[src/rtl/prog_loader.sv]
// prog_loader: packs a byte stream little-endian into program-memory words and holds the core in reset until loaded; PROG_LOADER_CHECKSUM_EN adds a trailing XOR check byte
module prog_loader #(
  parameter int ADDR_WIDTH = 32,
  parameter int MAX_WORDS = 256,
  parameter logic [ADDR_WIDTH-1:0] BASE_ADDR = '0
) (
  input  logic                  systemClock,
  input  logic                  reset,
  input  logic [7:0]            byte_data,
  input  logic                  byte_valid,
  output logic                  byte_ready,
  input  logic                  start,
  output logic                  pm_we,
  output logic [ADDR_WIDTH-1:0] pm_addr,
  output logic [31:0]           pm_wdata,
  output logic                  cpu_reset_n,
  output logic                  done,
  output logic                  error
);
  localparam int IW = $clog2(MAX_WORDS + 1);
  typedef enum logic [2:0] {
    LEN_LO, LEN_HI, DATA, WRITE, DONE, ERR
`ifdef PROG_LOADER_CHECKSUM_EN
    , CHK
`endif
  } state_t;
`ifdef PROG_LOADER_CHECKSUM_EN
  localparam state_t LAST = CHK;
`else
  localparam state_t LAST = DONE;
`endif
  state_t state_q, state_d;
  logic [15:0] len_q, len_d;
  logic [1:0] cnt_q, cnt_d;
  logic [IW-1:0] idx_q, idx_d;
  logic [31:0] shift_q, shift_d, pm_wdata_q, pm_wdata_d;
  logic [ADDR_WIDTH-1:0] pm_addr_q, pm_addr_d;
  logic byte_ready_q, pm_we_q, cpu_reset_n_q, done_q, error_q;
  logic ready_d, xfer;
`ifdef PROG_LOADER_CHECKSUM_EN
  logic [7:0] xor_q, xor_d;
`endif
  assign xfer = byte_valid && byte_ready_q;
  always_comb begin
    state_d = state_q;
    len_d = len_q;
    cnt_d = cnt_q;
    idx_d = idx_q;
    shift_d = shift_q;
    case (state_q)
      LEN_LO: if (xfer) begin
        len_d[7:0] = byte_data;
        state_d = LEN_HI;
      end
      LEN_HI: if (xfer) begin
        len_d[15:8] = byte_data;
        state_d = len_d > 16'(MAX_WORDS) ? ERR : len_d == 16'd0 ? LAST : DATA;
      end
      DATA: if (xfer) begin
        shift_d = {byte_data, shift_q[31:8]};
        cnt_d = cnt_q + 2'd1;
        if (cnt_q == 2'd3) state_d = WRITE;
      end
      WRITE: begin
        idx_d = idx_q + IW'(1);
        state_d = 16'(idx_d) == len_q ? LAST : DATA;
      end
`ifdef PROG_LOADER_CHECKSUM_EN
      CHK: if (xfer) state_d = byte_data == xor_q ? DONE : ERR;
`endif
      DONE, ERR: if (start) begin
        state_d = LEN_LO;
        idx_d = '0;
        cnt_d = '0;
      end
      default: state_d = LEN_LO;
    endcase
    // Address and data are latched only on entry to WRITE so they hold afterwards
    pm_addr_d = state_d == WRITE ? BASE_ADDR + (ADDR_WIDTH'(idx_q) << 2) : pm_addr_q;
    pm_wdata_d = state_d == WRITE ? shift_d : pm_wdata_q;
    ready_d = state_d == LEN_LO || state_d == LEN_HI || state_d == DATA;
`ifdef PROG_LOADER_CHECKSUM_EN
    ready_d = ready_d || state_d == CHK;
    xor_d = state_d == LEN_LO ? 8'd0 : xfer ? xor_q ^ byte_data : xor_q;
`endif
  end
  always_ff @(posedge systemClock or negedge reset) begin
    if (!reset) begin
      state_q <= LEN_LO;
      len_q <= '0;
      cnt_q <= '0;
      idx_q <= '0;
      shift_q <= '0;
      pm_addr_q <= BASE_ADDR;
      pm_wdata_q <= '0;
      byte_ready_q <= 1'b1;
      pm_we_q <= 1'b0;
      cpu_reset_n_q <= 1'b0;
      done_q <= 1'b0;
      error_q <= 1'b0;
`ifdef PROG_LOADER_CHECKSUM_EN
      xor_q <= '0;
`endif
    end else begin
      state_q <= state_d;
      len_q <= len_d;
      cnt_q <= cnt_d;
      idx_q <= idx_d;
      shift_q <= shift_d;
      pm_addr_q <= pm_addr_d;
      pm_wdata_q <= pm_wdata_d;
      byte_ready_q <= ready_d;
      pm_we_q <= state_d == WRITE;
      cpu_reset_n_q <= state_d == DONE;
      done_q <= state_d == DONE;
      error_q <= state_d == ERR;
`ifdef PROG_LOADER_CHECKSUM_EN
      xor_q <= xor_d;
`endif
    end
  end
  assign byte_ready = byte_ready_q;
  assign pm_we = pm_we_q;
  assign pm_addr = pm_addr_q;
  assign pm_wdata = pm_wdata_q;
  assign cpu_reset_n = cpu_reset_n_q;
  assign done = done_q;
  assign error = error_q;
endmodule

[config.mk]
export PLATFORM = sky130hd
export DESIGN_NAME = prog_loader
export DESIGN_NICKNAME = d
export VERILOG_FILES = /design/src/rtl/prog_loader.sv
export SDC_FILE = /design/constraint.sdc
export NUM_CORES = 1
export LEC_CHECK = 0
export ABC_AREA = 1
export CORE_UTILIZATION = 52
export CTS_CLUSTER_DIAMETER = 120
export DETAILED_ROUTE_END_ITERATION = 7
export PLACE_DENSITY_LB_ADDON = 0.1
export SYNTH_ARGS = -nofsm -noshare
export SYNTH_HDL_FRONTEND = slang
export SYNTH_SLANG_ARGS = --single-unit
[constraint.sdc]
create_clock -name systemClock -period 2 [get_ports systemClock]
set_input_delay 0.4 -clock systemClock [delete_from_list [all_inputs] [get_ports systemClock]]
set_output_delay 0.4 -clock systemClock [all_outputs]
set_load 0.01 [all_outputs]
Word level (Yosys, flattened, before mapping):

Cells that the tools add are included.
Widths: inputs -> output; s select.

* bits in writable memories: 0
* register bits: 107
* memory bits (read-only): 0
* memories kept: 0
* logic and storage cells: 58
* input port bits: 12
* output and inout port bits: 69
* latch bits: 0

* reductions and logical operators: 13
* divide/modulo/power cells: 0
* add/sub/neg operators: 2
* shifts and indexed selects: 0
* magnitude comparators: 1
* equal/unequal tests: 14
* multiplexer cells: 16
* multiply operators: 0
* bitwise operators: 0

Operator list (number)
* $mux 32: 2
* $mux 3: 8
* $pmux 9 s2: 1
* $eq 9x16->1: 1
* $gt 16x9->1 const B: 1
* $logic_not 16->1: 1
* $pmux 3 s5: 1
* $eq 3x2->1 const B: 4
* $eq 3x3->1 const B: 4
* $add 9x1->9 const B: 1
* $mux 9: 1
* $eq 3x1->1 const B: 2
* $logic_not 3->1: 2
* $reduce_and 2->1: 3
* $mux 2: 2
* $ne 2x2->1 const B: 2
* $pmux 2 s2: 1
* $reduce_bool 2->1: 2
* $reduce_and 3->1: 1
* $add 2x1->2 const B: 1
* $eq 2x2->1 const B: 1
* $logic_or 1x1->1: 2
* $reduce_or 2->1: 1
* $logic_and 1x1->1: 1

Longest topological paths before layout:

Gate-level depths: netlist of the first run.

* word-level depth: 8
* depth in mapped cells: 13
* mapped depth without buffers: 13

Worst setup path after synthesis of the first run:

Ideal clock, no wire load.

* path kind: flip-flop to flip-flop
* from: register idx_q[0]
* to: register byte_ready_q, in the netlist byte_ready
* library setup time: 0.079 ns
* clock period less this slack: 1.512 ns
* data required time: 1.921 ns
* data arrival time: 1.433 ns
* path slack: 0.488 ns
* cell stages (with the launch flop): 13
* buffers on the path: 0
* cells stage by stage: dfrtp_1 ha_1 inv_1 nand2_1 nand2_1 nor2_1 nand2_1 nor2_1 nand3_1 nor2_1 nand4_1 nand2_1 nor2_1

* longest elaborated chain between the ends: 7
* elaborated cells on any way between the ends: 9
* those cells by class: add/sub (1); eq/ne (3); mux (2); reduce/logical (3)

RTL lines
* from (decl): line 35 `logic [IW-1:0] idx_q, idx_d;`
* from (signal assigned): line 108 `idx_q <= idx_d;`
* $add 9x1->9 (*): line 65 `idx_d = idx_q + IW'(1);`
* $eq 9x16->1 (*): line 66 `state_d = 16'(idx_d) == len_q ? LAST : DATA;`
* $mux 3 (*): line 66
* $pmux 3 s5 (*): line 50 `case (state_q)`
* net state_d[2]: line 32 `state_t state_q, state_d;`
* $eq 3x1->1 or $logic_not 3->1 (tied branches): line 81 `ready_d = state_d == LEN_LO || state_d == LEN_HI || state_d == DATA;`
* $logic_or 1x1->1: line 81
* $logic_or 1x1->1 (*): line 81
* net ready_d: line 39 `logic ready_d, xfer;`
* to (signal assigned): line 112 `byte_ready_q <= ready_d;`
* to (decl): line 38 `logic byte_ready_q, pm_we_q, cpu_reset_n_q, done_q, error_q;`

The timed path passes the listed nets; every way through them passes the cells marked *.
A chain may end at the register's enable or synchronous reset.

Worst setup path after layout of the first run:

Same ends and word-level chain as after synthesis.

==> results of run 1 <==
power by group:
part	total [uW]	internal [uW]	switching, uW
Clock	1250	480	772
Combinational	898	331	567
Sequential	2580	2420	161
Total	4730	3230	1500
worst max path at each step:
stage | slack, ps | from | cells after the start | to
after floorplan | 490 | idx_q[0] | 12 | byte_ready
after global placement | 100 | byte_valid | 11 | done
after detailed placement | 40 | byte_valid | 11 | done
after CTS | 160 | byte_ready | 1 | byte_ready
after global routing | 2 | idx_q[0] | 12 | byte_ready
final | 150 | idx_q[0] | 12 | byte_ready
metal layers:
metal | track usage [%] | vias up | wire, um
met5 | 0 | - | 0
met2 | 32.2 | 111 | 4050
met1 | 35.9 | 1669 | 4920
met3 | 3.32 | 12 | 443
met4 | 8.46 | 0 | 146
li1 | - | 1776 | -
area by class of cell:
| class | count | area (um^2) |
|---|---|---|
| Fill cell | 721 | 2910 |
| Sequential cell | 107 | 2680 |
| Multi-Input combinational cell | 357 | 1560 |
| Timing Repair Buffer | 72 | 721 |
| Inverter | 52 | 196 |
| Tap cell | 105 | 131 |
| Clock buffer | 10 | 128 |
| Clock inverter | 6 | 60.1 |
cells by family after synthesis:
kind of cell	count (synthesis)	share of synthesized area, %
simple gates	256	22.6
flops	107	58.2
buf+inv	92	9.79
compound gates	76	8.78
fa+ha+maj	2	0.544
other cells	1	0.0815
critical path, stage by stage, from the launching register on:
cell and delay (ps):
dfrtp_1 440, ha_1 340, inv_1 80, nand2_1 60, nand2_1 50, nor2_1 80
nand2_1 60, nor2_1 110, nand3_1 80, nor2_1 120, nand4_1 180, nand2_1 150
nor2_1 50
registers in the layout, summed over array words and instances (netlist names):
register	count
done	1
idx_q	9
pm_addr	9
len_q	16
cnt_q	2
state_q	3
pm_wdata	32
error	1
pm_we	1
shift_q	32
byte_ready	1
layout by cell type (no fill, tap or decap):
master,count
dfstp_2,1
nand2_1,196
o21ai_1,23
nor2_1,24
inv_2,2
a31oi_1,9
clkbuf_1,1
clkdlybuf4s50_1,56
o21bai_1,1
nand3_1,25
nor3_1,1
nand4_1,4
nand2_4,1
buf_12,3
nor3_2,3
inv_6,2
dfrtp_1,106
buf_4,12
clkbuf_8,9
a21o_1,1
conb_1,23
a21oi_1,3
clkinv_8,1
clkinv_4,3
o22ai_1,6
dlygate4sd3_1,1
clkinv_2,1
inv_1,49
ha_1,2
nand2_2,1
nor4_2,1
o21ai_0,33
stage by stage:
stage          utilization (%)  cell area (um^2)  power [uW]  hold WS [ps]  instances
3_3_place_gp              62.9              5270        3490           365        692
2_1_floorplan                -              4690        3200           104        556
5_1_grt                   65.3              5470        5010           505        709
6_report                  65.3              5470        4730           487        709
4_1_cts                   65.3              5470        4750           494        709
3_5_place_dp              62.9              5270        3510           370        692
==> flow_summary.yaml, run 1 <==
sta:
  timing.final.max_slew_violations: 0
  tns_ps: 0
  fin_crit_sh_pct: 92.5
  hold_viol: 0
  setup_viol: 0
  max_freq_mhz: 541
  setup_ws_ps: 151
  rsz0062_at_grt: "no"
  fin_skew_ps: 15.5
  fin_crit_ps: 1850
yosys:
  synth_top_area_share_pct: 57.6
  synth.area.top_cells: "dfrtp_1, nand2_1, buf_4"
  yosys_most_used_dff: "dfrtp_1"
  synth_edf_count: 0
  async_flop_share_pct: 100
  ys_seq_elements: 107
  ys_seq_area_share_pct: 58.2
  synth.top_cells.by_count: "nand2_1, dfrtp_1, inv_1"
  yosysMostFrequentCell: "nand2_1"
  synth_top_cell_by_area: "dfrtp_1"
  synth.distinct_cells: 26
  syn_avg_cell_area_um2: 8.62
  syn-cell-area_um2: 4600
  postSynthCellCount: 534
  ys.warnings.count: 0
setup_path:
  cp-start-kind: "flip-flop"
  criticalPathCategory: "reg -> reg"
  rr_startpoint: "idx_q[0]"
  arrival_ps: 2150
  reg2reg_slack_ps: 150
  reg2reg_to: "byte_ready"
  cp_max_fo: 4
  cp-end-kind: "flip-flop"
  r2r_cells: 12
  crit_required_ps: 2300
cts:
  cts.clk_slew.worst_paths_ps: 100
  numClockSinks: 107
  worstSkewPairLatency_ps: 380
  holdBufCountCts: 1
  cts_tree: "yes"
  postCtsSetupRepairBufs: 0
  cts_resized: 0
  cts_made_buffers: 9
  htree_levels: 3
  clock_path_buffers: 2
  cts-root-buf: "clkbuf_8"
drt:
  wl_um: 9550
  remaining_drc_errors: 0
  first_pass_iters: 5
  vias: 3568
  final_antenna_net_count: 0
  wl_per_cell_um: 13.5
  vias_per_cell: 5.03
  first_iter_violations: 252
worst_hold_path:
  hp-start: "pm_wdata[12]"
  min_path_cells: 2
  hp-class: "reg -> reg"
  hold_end: "pm_wdata[12]"
die:
  core-area_um2: 8380
  die_w_um: 96.1
  top_level_ports: 81
  fp-row-count: 33
  die_h_um: 96.1
  start_util_pct: 54.9
  die-area_um2: 9230
pwr:
  powerDensity_nw_per_um2: 865
  p_leak_uw: 0.00281
  ir_worst_vdd_mv: 0.611
final_layout:
  drive_above_1_share_pct: 6.62
  antenna_cells: 0
  area_growth_pct: 18.9
  nets: 613
grt:
  antenna_found_initial: 0
  grt_pass1_wl_um: 15800
  grt_max_degree: 47
  grt_remaining_overflow: 0
  grt_util_all_layers_pct: 22.9
  grt_pass1_vias: 3243
placement:
  dp_worst_setup_slack_ps: 36.7
  numPortBuffers: 57
  place_hpwl_um: 6920
  globalplace.congestion: 0.888
job:
  cap_violations: 0
outcome:
  outcome: "finished, final reports clean"
No activity file was read; power rests on OpenSTA's default activity.
==> inputs of run 2 (changes only) <==
--- a/config.mk
+++ b/config.mk
@@ -10,6 +10,7 @@
 export CTS_CLUSTER_DIAMETER = 120
 export DETAILED_ROUTE_END_ITERATION = 7
 export PLACE_DENSITY_LB_ADDON = 0.1
+export SLEW_MARGIN = 0
 export SYNTH_ARGS = -nofsm -noshare
 export SYNTH_HDL_FRONTEND = slang
 export SYNTH_SLANG_ARGS = --single-unit
==> constraint.sdc (replaced) <==
create_clock -name systemClock -period 1.85 [get_ports systemClock]
set_input_delay 0.37 -clock systemClock [delete_from_list [all_inputs] [get_ports systemClock]]
set_output_delay 0.37 -clock systemClock [all_outputs]
set_load 0.01 [all_outputs]
==> run 2 against run 1 <==
  * Combinational power up 17%
  * Clock skew increased by 7.2 ps
  * Die area unchanged
  * Final area increased by 2.9%
  * Non-clock buffer count is 14 higher
  * Critical path depth fell by 11
  * Register-to-register slack got worse by 90 ps
  * Flip-flop and latch count stayed put
  * Worst hold slack improved by 1.3 ps
  * Clock power increased by 18%
  * Largest cell class unchanged
==> flow_summary.yaml, run 2 (synthesis results as in run 1) <==
die:
  fp-row-count: 33
  core-area_um2: 8380
  top_level_ports: 81
  die-area_um2: 9230
  die_w_um: 96.1
  die_h_um: 96.1
  start_util_pct: 54.9
placement:
  dp_worst_setup_slack_ps: -45.4
  globalplace.congestion: 0.870
  numPortBuffers: 57
  placed_cell_area_um2: 5370
  place_hpwl_um: 7100
  place_inst: 705
grt:
  grt_pass1_vias: 3305
  antenna_found_initial: 0
  grt_pass1_wl_um: 15900
  grt_max_degree: 39
  grt_util_all_layers_pct: 23.1
  grt_remaining_overflow: 0
setup_path:
  cp-start-kind: "flip-flop"
  cpPeakStageDelay_ps: 550
  crit_buf_inv: 1
  crit_required_ps: 1480
  crit_family: "flip-flops"
  cp_max_fo: 2
  crit_slowest_cell: "dfstp_2"
  cp-end-kind: "output pin"
  arrival_ps: 1440
  crit_chain: "clkdlybuf4s50_1"
  criticalPathCategory: "reg -> out"
pwr:
  powerDensity_nw_per_um2: 942
  ir_worst_vdd_mv: 0.853
  p_leak_uw: 0.00288
cts:
  cts_tree: "yes"
  cts.clk_slew.worst_paths_ps: 110
  numClockSinks: 107
  worstSkewPairLatency_ps: 370
  cts_made_buffers: 9
  clock_path_buffers: 2
  cts-root-buf: "clkbuf_8"
  htree_levels: 3
sta:
  hold_viol: 0
  tightest_slew_ps: 515
  setup_viol: 0
  fin_crit_sh_pct: 97.8
  timing.final.max_slew_violations: 0
  slew_headroom_pct: 65.7
  fin_crit_ps: 1810
  fin_skew_ps: 22.7
  max_freq_mhz: 553
  rsz0062_at_grt: "yes"
  setup_ws_ps: 41.0
drt:
  first_iter_violations: 182
  wl_per_cell_um: 13.4
  remaining_drc_errors: 0
  wl_um: 9680
  vias_per_cell: 4.94
  first_pass_iters: 5
  final_antenna_net_count: 0
  vias: 3574
final_layout:
  finalNonFillerCells: 723
  nets: 627
  area_growth_pct: 22.3
  antenna_cells: 0
  final_area_um2: 5630
  fin_util_pct: 67.2
  drive_above_1_share_pct: 10.7
  mostFrequentLayoutCell: "nand2_1"
  num-fill-cells: 682
  final_cell_mix: "nand2_1, dfrtp_1, clkdlybuf4s50_1, inv_1, o21ai_0"
job:
  cap_violations: 0
outcome:
  outcome: "finished, final reports clean"
worst_hold_path:
  hp-class: "reg -> reg"
[run 2: cell types whose count changed in the layout (fill, tap and decap cells not counted), moves of 2 or more]
cell / delta
nor2_2: +3
inv_1: -2
clkinv_4: -3
nand2_2: +3
nand2_1: -3
nor2_1: -3
buf_4: +14
[run 2: tightest hold or removal path: cells and delay by family, from the launching register on]
| kind | cells | cell delay (ps) |
|---|---|---|
| DFF | 1 | 340 |
| and+or+nand+nor | 2 | 130 |
[run 2: what timing repair did]
item	CTS	global route
gates resized for setup	0	13
endpoints found under the setup margin	0	4
hold buffers	1	0
buffers inserted	0	1
endpoints found under the hold margin	33	0
[run 2: through the flow]
| step | total power (uW) | TNS [ps] | hold slack (ps) |
|---|---|---|---|
| after global placement | 3790 | -13.8 | 378 |
| after floorplan | 3460 | 0 | 74.4 |
| after global routing | 5620 | -199 | 519 |
| after CTS | 5280 | 0 | 487 |
| final | 5300 | 0 | 488 |
| after detailed placement | 3810 | -91.6 | 385 |
[run 2: layer usage]
| layer | up-vias | GRT usage (%) | part of all wire (%) |
|---|---|---|---|
| met4 | 0 | 7.96 | 1.6 |
| met2 | 109 | 33.9 | 44 |
| met5 | - | 0 | 0 |
| met1 | 1651 | 34.8 | 50 |
| met3 | 11 | 3.71 | 4.3 |
| li1 | 1803 | - | - |
[run 2: final cells by class]
type | count | area (um^2) | area share, %
inverters | 52 | 199 | 3.53
well taps | 105 | 131 | 2.33
multi-input cells | 357 | 1590 | 28.3
clock buffers | 9 | 124 | 2.20
repair buffers | 86 | 826 | 14.7
clock inverters | 7 | 80.1 | 1.42
flip-flops and latches | 107 | 2680 | 47.6
[run 2: worst paths after layout]
| path | cells past startpoint | start | endpoint | slack [ps] |
|---|---|---|---|---|
| min | 2 | shift_q[1] | shift_q[1] | 490 |
| max reg2reg | 12 | idx_q[1] | byte_ready | 60 |
| max | 1 | byte_ready | byte_ready | 40 |
| min reg2reg | 2 | shift_q[1] | shift_q[1] | 490 |
| max in group asynchronous | 3 | reset | byte_ready | 710 |
| min in group asynchronous | 2 | reset | pm_wdata[0] | 500 |
[run 2: power by group]
group          switching [uW]  internal [uW]
logic                     648            404
clock network             832            648
registers                 152           2620
total                    1630           3670
